**config.mk**
```make
export PLATFORM = sky130hd
export DESIGN_NAME = cache_ctrl
export DESIGN_NICKNAME = d
export VERILOG_FILES = /design/src/rtl/cache_ctrl.sv
export SDC_FILE = /design/constraint.sdc
export NUM_CORES = 1
export LEC_CHECK = 0
export BUFFER_PORTS_ARGS = -buffer_cell sky130_fd_sc_hd__buf_2
export CAP_MARGIN = 10
export CORE_UTILIZATION = 35
export CTS_CLUSTER_SIZE = 16
export DETAILED_ROUTE_END_ITERATION = 10
export PLACE_DENSITY = 0.64
export SETUP_SLACK_MARGIN = 0.02
export SYNTH_ARGS = -nofsm -noshare
export SYNTH_HDL_FRONTEND = slang
export SYNTH_SLANG_ARGS = --single-unit
```
**constraint.sdc**
```tcl
create_clock -name clk -period 4.7 [get_ports clk]
set_input_delay 0.235 -clock clk [delete_from_list [all_inputs] [get_ports clk]]
set_output_delay 0.235 -clock clk [all_outputs]
set_load 0.02 [all_outputs]
```
**src/rtl/cache_ctrl.sv**
```systemverilog
// Direct-mapped write-back/write-allocate data cache in front of main_mem: 4 lines x 4 words of 32 bits.
// Latency: a hit is answered from the COMPARE state, so cpu_ready is high in the second cycle after the request cycle.
//          A miss first writes back a dirty victim (4 words) if needed, refills (4 words), then re-runs COMPARE.
// Backpressure: cpu_req is only sampled in IDLE, so requests during busy must be held or re-presented.
//          Memory stalls follow the level "done" signal, with no timeout.
// Ports: cpu_* is the requester side; *_mem, read_data_mem and done form the one-word-per-transaction main_mem port.
module cache_ctrl #(
    parameter int ADDR_W         = 10,
    parameter int NUM_LINES      = 4,
    parameter int WORDS_PER_LINE = 4
) (
    input  logic              clk,
    input  logic              rst_n,
    input  logic              cpu_req,
    input  logic              cpu_rw,
    input  logic [ADDR_W-1:0] cpu_addr,
    input  logic [31:0]       cpu_wdata,
    output logic [31:0]       cpu_rdata,
    output logic              cpu_ready,
    output logic              cpu_hit,
    output logic              busy,
    output logic              read_write_mem,
    output logic [ADDR_W-1:0] address_mem,
    output logic [31:0]       write_data_mem,
    input  logic [31:0]       read_data_mem,
    input  logic              done
);

    localparam int IDX_W = $clog2(NUM_LINES);
    localparam int OFF_W = $clog2(WORDS_PER_LINE);
    localparam int TAG_W = ADDR_W - IDX_W - OFF_W - 2;
    localparam int WA_W  = ADDR_W - 2;
    localparam logic [OFF_W-1:0] LAST_WORD = OFF_W'(WORDS_PER_LINE - 1);

    typedef enum logic [2:0] {
        S_IDLE, S_COMPARE, S_WB_ISSUE, S_WB_WAIT, S_RF_ISSUE, S_RF_WAIT
    } state_t;

    state_t                  state_q, state_d;
    logic [OFF_W-1:0]        cnt_q, cnt_d;
    logic                    seen_low_q, seen_low_d;    // done has been observed low in this WAIT
    logic                    post_fill_q, post_fill_d;  // current COMPARE pass follows a refill
    logic                    req_rw_q, req_rw_d;
    logic [WA_W-1:0]         req_waddr_q, req_waddr_d;  // word address, byte offset dropped
    logic [31:0]             req_wdata_q, req_wdata_d;
    logic [NUM_LINES-1:0]    valid_q, valid_d, dirty_q, dirty_d;
    logic [31:0]             cpu_rdata_q, cpu_rdata_d;
    logic                    cpu_ready_q, cpu_ready_d, cpu_hit_q, cpu_hit_d, busy_q, busy_d;
    logic                    rw_mem_q, rw_mem_d;
    logic [ADDR_W-1:0]       addr_mem_q, addr_mem_d;
    logic [31:0]             wdata_mem_q, wdata_mem_d;

    // Tag and data storage carry no reset; valid_q gates their use.
    logic [TAG_W-1:0]        tag_q  [NUM_LINES];
    logic [31:0]             data_q [NUM_LINES*WORDS_PER_LINE];

    logic                    tag_we, data_we;
    logic [IDX_W+OFF_W-1:0]  data_waddr;
    logic [31:0]             data_wdat;

    logic [TAG_W-1:0]        req_tag;
    logic [IDX_W-1:0]        req_idx;
    logic [OFF_W-1:0]        req_off;
    logic                    lookup_hit;
    logic                    unused_addr_bits;

    assign unused_addr_bits = ^cpu_addr[1:0];

    assign req_tag    = req_waddr_q[WA_W-1 -: TAG_W];
    assign req_idx    = req_waddr_q[OFF_W +: IDX_W];
    assign req_off    = req_waddr_q[OFF_W-1:0];
    assign lookup_hit = valid_q[req_idx] && (tag_q[req_idx] == req_tag);

    always_comb begin
        state_d     = state_q;
        cnt_d       = cnt_q;
        seen_low_d  = seen_low_q;
        post_fill_d = post_fill_q;
        req_rw_d    = req_rw_q;
        req_waddr_d = req_waddr_q;
        req_wdata_d = req_wdata_q;
        valid_d     = valid_q;
        dirty_d     = dirty_q;
        cpu_rdata_d = cpu_rdata_q;
        cpu_ready_d = 1'b0;
        cpu_hit_d   = cpu_hit_q;
        rw_mem_d    = rw_mem_q;
        addr_mem_d  = addr_mem_q;
        wdata_mem_d = wdata_mem_q;
        tag_we      = 1'b0;
        data_we     = 1'b0;
        data_waddr  = {req_idx, req_off};
        data_wdat   = req_wdata_q;

        unique case (state_q)
            S_IDLE: begin
                if (cpu_req) begin
                    req_rw_d    = cpu_rw;
                    req_waddr_d = cpu_addr[ADDR_W-1:2];
                    req_wdata_d = cpu_wdata;
                    post_fill_d = 1'b0;
                    state_d     = S_COMPARE;
                end
            end
            S_COMPARE: begin
                if (lookup_hit) begin
                    cpu_ready_d = 1'b1;
                    cpu_hit_d   = !post_fill_q;
                    if (req_rw_q) begin
                        data_we          = 1'b1;
                        dirty_d[req_idx] = 1'b1;
                    end else begin
                        cpu_rdata_d = data_q[{req_idx, req_off}];
                    end
                    state_d = S_IDLE;
                end else begin
                    cnt_d   = '0;
                    state_d = (valid_q[req_idx] && dirty_q[req_idx]) ? S_WB_ISSUE : S_RF_ISSUE;
                end
            end
            S_WB_ISSUE: begin
                wdata_mem_d = data_q[{req_idx, cnt_q}];
                rw_mem_d    = 1'b1;
                addr_mem_d  = {tag_q[req_idx], req_idx, cnt_q, 2'b00};
                seen_low_d  = 1'b0;
                state_d     = S_WB_WAIT;
            end
            S_WB_WAIT: begin
                // done is a level: only a high seen after a low ends the transaction.
                if (!seen_low_q) begin
                    seen_low_d = !done;
                end else if (done) begin
                    if (cnt_q == LAST_WORD) begin
                        dirty_d[req_idx] = 1'b0;
                        cnt_d            = '0;
                        state_d          = S_RF_ISSUE;
                    end else begin
                        cnt_d   = cnt_q + OFF_W'(1);
                        state_d = S_WB_ISSUE;
                    end
                end
            end
            S_RF_ISSUE: begin
                rw_mem_d   = 1'b0;
                addr_mem_d = {req_tag, req_idx, cnt_q, 2'b00};
                seen_low_d = 1'b0;
                state_d    = S_RF_WAIT;
            end
            S_RF_WAIT: begin
                if (!seen_low_q) begin
                    seen_low_d = !done;
                end else if (done) begin
                    data_we    = 1'b1;
                    data_waddr = {req_idx, cnt_q};
                    data_wdat  = read_data_mem;
                    if (cnt_q == LAST_WORD) begin
                        valid_d[req_idx] = 1'b1;
                        dirty_d[req_idx] = 1'b0;
                        tag_we           = 1'b1;
                        post_fill_d      = 1'b1;
                        state_d          = S_COMPARE;
                    end else begin
                        cnt_d   = cnt_q + OFF_W'(1);
                        state_d = S_RF_ISSUE;
                    end
                end
            end
            default: state_d = S_IDLE;
        endcase

        busy_d = (state_d != S_IDLE);
    end

    always_ff @(posedge clk or negedge rst_n) begin
        if (!rst_n) begin
            state_q     <= S_IDLE;
            cnt_q       <= '0;
            seen_low_q  <= 1'b0;
            post_fill_q <= 1'b0;
            req_rw_q    <= 1'b0;
            req_waddr_q <= '0;
            req_wdata_q <= '0;
            valid_q     <= '0;
            dirty_q     <= '0;
            cpu_rdata_q <= '0;
            cpu_ready_q <= 1'b0;
            cpu_hit_q   <= 1'b0;
            busy_q      <= 1'b0;
            rw_mem_q    <= 1'b0;
            addr_mem_q  <= '0;
            wdata_mem_q <= '0;
        end else begin
            state_q     <= state_d;
            cnt_q       <= cnt_d;
            seen_low_q  <= seen_low_d;
            post_fill_q <= post_fill_d;
            req_rw_q    <= req_rw_d;
            req_waddr_q <= req_waddr_d;
            req_wdata_q <= req_wdata_d;
            valid_q     <= valid_d;
            dirty_q     <= dirty_d;
            cpu_rdata_q <= cpu_rdata_d;
            cpu_ready_q <= cpu_ready_d;
            cpu_hit_q   <= cpu_hit_d;
            busy_q      <= busy_d;
            rw_mem_q    <= rw_mem_d;
            addr_mem_q  <= addr_mem_d;
            wdata_mem_q <= wdata_mem_d;
        end
    end

    always_ff @(posedge clk) begin
        if (data_we) data_q[data_waddr] <= data_wdat;
        if (tag_we)  tag_q[req_idx]     <= req_tag;
    end

    assign cpu_rdata      = cpu_rdata_q;
    assign cpu_ready      = cpu_ready_q;
    assign cpu_hit        = cpu_hit_q;
    assign busy           = busy_q;
    assign read_write_mem = rw_mem_q;
    assign address_mem    = addr_mem_q;
    assign write_data_mem = wdata_mem_q;

endmodule
```
# == Word-level counts from Yosys, hierarchy flattened ==
# Memories as Yosys holds them, arrays and structs flattened. A register that Yosys moved wholly into a read port is not among the register bits.
# Index checks and enable logic that the tools add are counted.
# op_classes
n_mux,60
eq_ne,20
bitwise,5
addsub,1
n_reduce_logical,23
magnitude_cmp,2
# ops
operator,n
two-way mux 32 bit,3
two-way mux 3 bit,9
two-way mux 1 bit,22
two-way mux 2 bit,10
two-way mux 4 bit,5
"inequality test 2 bit, second input constant",10
one-hot mux 10 bit (2 select lines),1
one-hot mux 3 bit (6 select lines),1
OR 4 bit,2
one-hot mux 1 bit (2 select lines),4
one-hot mux 4 bit (2 select lines),1
nonzero test 2 bit,4
AND reduction 7 bit,1
"equality test 3 x 2 -> 1 bit, second input constant",2
"equality test 3 bit, second input constant",2
"inequality test 2 x 1 -> 1 bit, second input constant",3
one-hot mux 2 bit (3 select lines),1
AND reduction 6 bit,1
nonzero test 3 bit,2
AND reduction 5 bit,1
AND 4 bit,1
binary-select mux 1 bit (select 2 bit),2
equality test 4 bit,1
zero test 1 bit,4
14 further kinds,18
# totals
n_memories,2
regBits,70
input_bits,79
ram_bits,528
output_inout_bits,78
# mem_list
memory,words,width,read_ports,rd_clocked_by_memory_dff,write_ports,line,rtl
data_q,16,32,2,2,1,55,logic [31:0] data_q [NUM_LINES*WORDS_PER_LINE];
tag_q,4,4,1,0,1,54,logic [TAG_W-1:0] tag_q [NUM_LINES];

# == Longest topological paths before layout ==
# Gate-level depths: netlist of the first run.
# logic_depth
depth_word,10
depth_mapped,8
ltp_nobuf,6

# == Worst setup path before layout of the first run ==
# Ideal clock, no wire load.
# synth_timing
kind,register -> register
start,register req_waddr_q[2]
end,"memory data_q[11][0], enable pin"
path_buffers,3
arrival_time_ps,4424
path_stages_with_launch,9
slack_ps,-194
required_time_ps,4230
period_less_slack_ps,4894
setup_ps,470
path_cell_list,dfrtp_1 > buf_6 > buf_6 > mux4_2 > xnor2_2 > and3b_1 > nand4_2 > clkbuf_1 > a211oi_1
# synth_via
elab_chain_cells,7
# synth_lines
item,line,rtl
from (decl),44,"logic [WA_W-1:0] req_waddr_q, req_waddr_d;"
from (signal assigned),198,req_waddr_q <= req_waddr_d;
memory read (4 x 4 bit) / binary-select mux 1 bit (select 2 bit) (equally long branches),--,
equality test 4 bit / two-way mux 1 bit (equally long branches),72,assign lookup_hit = valid_q[req_idx] && (tag_q[req_idx] == req_tag);
logical AND 1 bit,72,
two-way mux 1 bit,106,if (lookup_hit) begin
one-hot mux 1 bit (2 select lines),95,unique case (state_q)
two-way mux 1 bit,213,if (data_we) data_q[data_waddr] <= data_wdat;
two-way mux 1 bit (not written as such),213,
to (decl),55,
# Parallel ways exist; a longest one is shown, timed or not. The select of a mux whose other input is x is not followed.

# == Final worst setup path of the first run ==
# layout_timing
start,register req_waddr_q[3]
end,"memory data_q[2][20], enable pin"
# The elaborated chain is that of the path after synthesis.

==> results by group, run 1 <==
Run status
  • Run status: completed

Route
  • DRC Markers: 0
  • Vias per cell: 5.60
  • Pre-Repair DR Iteration Count: 5
  • Via count: 15.7k
  • DR WL/cell: 26.5 um
  • Post-route ant nets: 0
  • DR iter-0 viols: 1375
  • Drt total wl: 74.1 mm

GRT
  • Met1 usage: 0.226
  • First-pass GRT wire length: 111 mm
  • GR Overflow Total: 0
  • Initial antenna violation count: 0
  • Vias in the first global route: 16.8k
  • Largest net degree at the start of global routing: 133
  • Total Routing Usage GR: 0.177
  • GR Util met2: 0.310
  • Grt met3 use: 0.0298
  • GRT Max-Usage Layer: met2

Final layout
  • Area Growth Syn to Fin: 17.7%
  • Filler cells: 7245
  • Final Cell Area: 34800 sq um
  • Nets@finish: 1738
  • Post-layout util: 0.416
  • Layout cells sized above 1: 0.456
  • # diodes: 0

Synth
  • Synth cell count leaders: edfxtp_1, mux4_2, dfrtp_1
  • Synth area leaders: edfxtp_1, mux4_2, dfrtp_1
  • Flop and latch count out of synthesis: 660
  • Yosys warns: 0
  • EDFF count, synth: roughly 530
  • Unique cell type count in the Yosys netlist: 45
  • Avg Cell Area, Syn: slightly above 20 sq um
  • Most frequent cell after synthesis: edfxtp_1
  • Synth area leader: edfxtp_1
  • Sequential area share after synthesis: 0.649
  • Top_reg_cell synth: edfxtp_1
  • Synth Cell Area: 29500 sq um
  • Synth async-reset ratio: 0.200
  • Gate Count Post-Synth: 1438
  • Top cell type's share of synthesized area: 0.537

Pwr
  • Leakage: about 0.012 uW
  • Peak VDD IR: about 0.55 mV
  • Pwr dens: 552 nW/um^2

Clock tree
  • Root Driver: clkbuf_16
  • Total CTS buffers: 74
  • TritonCTS clock tree: yes
  • H-tree depth: 3
  • Setup bufs post-CTS: 0
  • Clock slew at reported path FFs: 0.06 ns
  • Clk_lat worst skew: roughly 0.62 ns
  • Sink Count: 660
  • Clk buf depth: 3

Worst setup path
  • Worst path arrival time: 3.84 ns
  • Slowest-stage cell, CP: dfrtp_4
  • WS Path Type: flip-flop to flip-flop
  • Nature of the critical path endpoint: flip-flop
  • WP buf/inv: 2
  • Worst Setup SP: req_waddr_q[3]
  • CP Max Fanout: 36
  • CP delay by family, top: flip-flops
  • Critical-path cell list: mux4_2, xnor2_2, and3b_1, nand4_2, buf_4, a211oi_4, buf_12
  • Reg-to-Reg Start: req_waddr_q[3]
  • CP Data Required Time: 5.00 ns
  • Startpoint Class: flip-flop
  • CP max stage delay: ~0.81 ns

Run
  • MaxCap Viol Count: 0

Timing
  • Normalized max-slew margin: 0.233
  • Max Slew Vio Count: 0
  • Fmax: 0.282 GHz
  • RSZ-0062 raised after global routing: false
  • Final Setup Violations: 0
  • Worst-margin pin slew: 1.15 ns
  • Fin crit period: approximately 3.5 ns
  • Fin crit share: 0.754
  • Hold Fails Final Rpt: 0
  • Fin Clk Skew: 0.0201 ns

Placement
  • DP HPWL: 43.1 mm
  • GP Congestion: 0.777
  • IO Port Bufs: 152
  • Post-DP Area: 31900 sq um

Worst hold path
  • Hold Crit Class: input pin to async pin

Die
  • Core ar.: 83600 sq um
  • Die area: 85600 sq um
  • IO Pins: 157
  • Initial Utilization: 0.354
  • Row count: approximately 110
  • Die Ht: 293 um
  • Die X: slightly below 300 um
==> kinds of logic (layout without fill, tap and decap cells) <==
kind of cell    Yosys count  in the layout  synth area share
compound gates           58             58            0.0135
xor+xnor                  5              5           0.00199
fa+ha+maj                 1              1          0.000424
buf+inv                 115            394            0.0165
flops                   660            660             0.649
mux                     434            434             0.294
other cells               1              2          0.000127
simple gates            164            164            0.0253
==> where the power goes <==
group          total, uW  internal (uW)  switching [uW]
clock               5640           3270            2370
sequential          7500           7190             311
combinational       6050           2930            3120
total              19200          13400            5800
==> flip-flops by register name, indices dropped and copies added, names as in the netlist, 2 cells and up, named ones only <==
signal / count
data_q: 512
cpu_rdata: 32
req_wdata_q: 32
write_data_mem: 32
tag_q: 16
address_mem: 8
req_waddr_q: 8
valid_q: 4
state_q: 3
cnt_q: 2
==> through the flow <==
step	total power (uW)	worst slack [ns]	cells	setup TNS, ns	hold slack [ns]
global placement	13700	1.16	2618	0	0.324
floorplan	11900	-0.194	1439	-62.01	-0.0606
detailed placement	13800	1.16	2618	0	0.329
CTS	19400	1.13	2798	0	0.247
finish	19200	1.16	2798	0	0.239
global route	20000	1.01	2798	0	0.288
==> cell usage in the layout, fill, tap and decap left out, drive strengths merged, types with 8 or more instances in the layout <==
| cell | n |
|---|---|
| edfxtp | 528 |
| mux4 | 326 |
| buf | 206 |
| dfrtp | 132 |
| nand2 | 108 |
| mux2 | 108 |
| clkbuf | 101 |
| dlygate4sd3 | 44 |
| clkinv | 27 |
| nor2 | 17 |
| a211oi | 16 |
| inv | 11 |
| o22ai | 9 |
| o22a | 8 |
| a21oi | 8 |
==> worst paths after layout <==
check	slack [ns]	to	cells past startpoint
max	1.16	data_q[2][20]	7
min	0.24	async pin	2
max reg2reg	1.16	data_q[2][20]	7
min reg2reg	0.47	valid_q[1]	1
max in group asynchronous	3.45	req_waddr_q[2]	3
min in group clk	0.26	data_q[0][6]	3
==> routing by layer <==
metal	vias up	part of all wire
met5	-	0
met4	0	0.020
met3	106	0.056
met2	524	0.52
met1	8534	0.40
li1	6505	-
==> timing repair <==
action                    in CTS  in global routing
hold endpoints to repair     112                  0
gates resized for setup        0                  0
hold buffers                  44                  0
==> final cells by class <==
class	count	area (sq um)	share of cell area
tap	1080	1350	0.0389
timing repair buffer	250	1710	0.0493
multi-input combinational	664	10100	0.291
sequential	660	19200	0.552
inverter	8	30.0	0.000864
clock buffer	101	2070	0.0594
clock inverter	35	308	0.00885
No activity file was read; power rests on OpenSTA's default activity.
==> run 2, diff against run 1 <==
- PLACE_DENSITY: 0.64 -> 0.63
- clock period: 4.7 -> 3.7 ns (I/O delays scaled with it)
==> results by group, run 2 (same netlist as run 1, synthesis figures left out) <==
Run status
  • Run status: completed

Pwr
  • Clock power frac: 0.296 (+0.002)
  • Pwr dens: 703 nW/um^2 (+27%)
  • Flop pwr share: 0.388 (-0.003)
  • Final total power: 24500 uW (+28%)
  • Combinational fraction of design power: 0.316 (about the same)
  • Switch Pwr: 7380 uW (+27%)
  • Leakage: 0.0121 uW (+0.29%)
  • Switching share of power: 0.301 (-0.00167)
  • Peak VDD IR: 0.436 mV (-21%)
  • Internal cell power: 17200 uW (+28%)

Worst setup path
  • Critical-path cell list: mux4_2, xor2_1, and3b_1, nand4_2, a211oi_4, buf_12
  • CP delay by family, top: compound AO/OA/AOI/OAI gates
  • Worst R2R End: data_q[7][12]
  • CP Max Fanout: 22 (-39%)
  • Reg2Reg Depth: 6 (-1)
  • Register-to-Register Setup Slack: 0.25 ns (-0.91 ns)
  • Worst path arrival time: 3.74 ns (-0.10 ns)
  • WS Path Type: flip-flop to flip-flop
  • WP buf/inv: 1 (-1)
  • Nature of the critical path endpoint: flip-flop
  • Reg-to-Reg Start: req_waddr_q[2]
  • CP max stage delay: 0.95 ns (+0.14 ns)
  • Startpoint Class: flip-flop
  • Slowest-stage cell, CP: a211oi_4
  • CP Data Required Time: 3.99 ns (-1.01 ns)

Final layout
  • Largest reg by FF count: data_q
  • Area Growth Syn to Fin: 18.2%
  • # diodes: 0 (unchanged)
  • Commonest non-fill, non-tap cell in the layout: edfxtp_1
  • Nets@finish: 1738 (unchanged)
  • Layout cells sized above 1: 0.462 (+0.00609)
  • Most frequent cells in the layout: edfxtp_1, mux4_2, buf_2, dfrtp_1, nand2_1
  • Max reg flops: 512 (unchanged)

GRT
  • GR Overflow Total: 0 (unchanged)
  • Initial antenna violation count: 1 (+1)
  • Total Routing Usage GR: 0.177 (about the same)
  • Vias in the first global route: 16.8k (-0.47%)
  • First-pass GRT wire length: 111 mm (-0.58%)
  • Largest net degree at the start of global routing: 93 (-30%)

Timing
  • Fmax: 0.290 GHz (+2.7%)
  • Fin crit share: 0.932 (+0.178)
  • Final Setup Violations: 0 (unchanged)
  • Max Slew Vio Count: 0 (unchanged)
  • Hold Fails Final Rpt: 0 (unchanged)
  • Fin crit period: 3.45 ns (-0.0942 ns)
  • Worst-margin pin slew: 1.03 ns (-0.116 ns)
  • Setup ws final: 0.250 ns (-0.906 ns)
  • RSZ-0062 raised after global routing: false
  • WHS: 0.131 ns (-0.109 ns)
  • Normalized max-slew margin: 0.310 (+0.0776)
  • Fin Clk Skew: 0.0223 ns (+0.00217 ns)

Route
  • Pre-Repair DR Iteration Count: 5 (unchanged)
  • Post-route ant nets: 0 (unchanged)
  • Via count: 15.6k (-0.70%)
  • DR WL/cell: 26.5 um (+0.24%)
  • DR iter-0 viols: 1480 (+7.6%)
  • DRC Markers: 0 (unchanged)
  • Vias per cell: 5.56 (-0.66%)
  • Drt total wl: 74.2 mm (+0.21%)

Clock tree
  • Sink Count: 660 (unchanged)
  • Clock slew at reported path FFs: 0.06 ns (about the same)
  • Clk buf depth: 3 (unchanged)
  • # resized after CTS: 0 (unchanged)
  • TritonCTS clock tree: yes
  • Root Driver: clkbuf_16
  • Setup bufs post-CTS: 0 (unchanged)
  • Total CTS buffers: 73 (-1.4%)
  • Clk_lat worst skew: 0.63 ns (about the same)
  • H-tree depth: 3 (unchanged)

Die
  • Row count: 106 (unchanged)
  • Die X: 293 um (unchanged)
  • IO Pins: 157 (unchanged)
  • Initial Utilization: 0.354 (unchanged)
  • Core ar.: 83600 sq um (unchanged)
  • Die Ht: 293 um (unchanged)
  • Die area: 85600 sq um (unchanged)

Placement
  • Setup Slack @ Placement: 0.214 ns (-0.947 ns)
  • IO Port Bufs: 152 (unchanged)
  • GP Congestion: 0.756 (-2.8%)
  • DP HPWL: 42.9 mm (-0.62%)

Worst hold path
  • Hold Path End: data_q[7][4]
  • Hold path depth: 4
  • Hold Crit Class: input pin to flip-flop
  • Hold Crit Start: read_data_mem[4]

Run
  • MaxCap Viol Count: 0 (unchanged)
run 2: cell count changes in the layout (fill, tap and decap cells not counted), moves of 2 or more:
cell	before	now
buf_12	8	16
buf_4	46	39
bufinv_16	3	6
clkbuf_1	18	6
clkbuf_16	76	74
clkinv_2	10	14
clkinv_8	4	1
clkinvlp_4	2	6
inv_6	2	6
run 2: what timing repair did:
item                                    4_1_cts  5_1_grt
endpoints found under the setup margin        0        0
hold endpoints to repair                    122        0
hold buffers                                 44        0
run 2: worst max path at each step:
stage | cells after the start | end | startpoint
finish | 6 | data_q[7][12] | req_waddr_q[2]
global route | 6 | data_q[7][14] | req_waddr_q[2]
CTS | 6 | data_q[7][11] | req_waddr_q[2]
detailed placement | 6 | data_q[7][17] | req_waddr_q[2]
global placement | 6 | data_q[7][14] | req_waddr_q[2]
floorplan | 7 | data_q[1][0] | req_waddr_q[2]
run 2: area by class of cell:
| type | count | area, sq um |
|---|---|---|
| fill | 7239 | 48700 |
| timing repair buffer | 251 | 1820 |
| clock buffer | 86 | 1960 |
| sequential | 660 | 19200 |
| multi-input combinational | 664 | 10100 |
| inverter | 8 | 30.0 |
| clock inverter | 48 | 447 |
| tap | 1080 | 1350 |
run 2: power groups by stage:
stage / Clock, uW / Sequential [uW] / Combinational [uW]
3_3_place_gp: 0 / 9640 / 7760
5_1_grt: 7690 / 9590 / 8310
6_report: 7250 / 9520 / 7760
3_5_place_dp: 0 / 9680 / 7870
4_1_cts: 7420 / 9530 / 7910
2_1_floorplan: 0 / 9460 / 5710
run 2: layer usage:
layer  track usage  share of wire  wire length (um)
met2         0.307           0.52             38300
met3        0.0237          0.048              3590
met4        0.0595          0.030              2200
met1         0.228           0.41             30200
met5             0              0                 0
run 2: through the flow:
stage	setup TNS, ns	utilization	std cells	instance area [sq um]
finish	0	0.418	2797	34900
global route	0	0.418	2797	34900
CTS	0	0.418	2797	34900
detailed placement	0	0.384	2619	32100
global placement	0	0.384	2619	32100
floorplan	-240.89	-	1439	29600
run 2: worst reg2reg max path, cell delays in order (launching register included):
cell and delay [ns]:
dfrtp_4 0.53, mux4_2 0.55, xor2_1 0.18, and3b_1 0.27, nand4_2 0.29, a211oi_4 0.95
buf_12 0.33
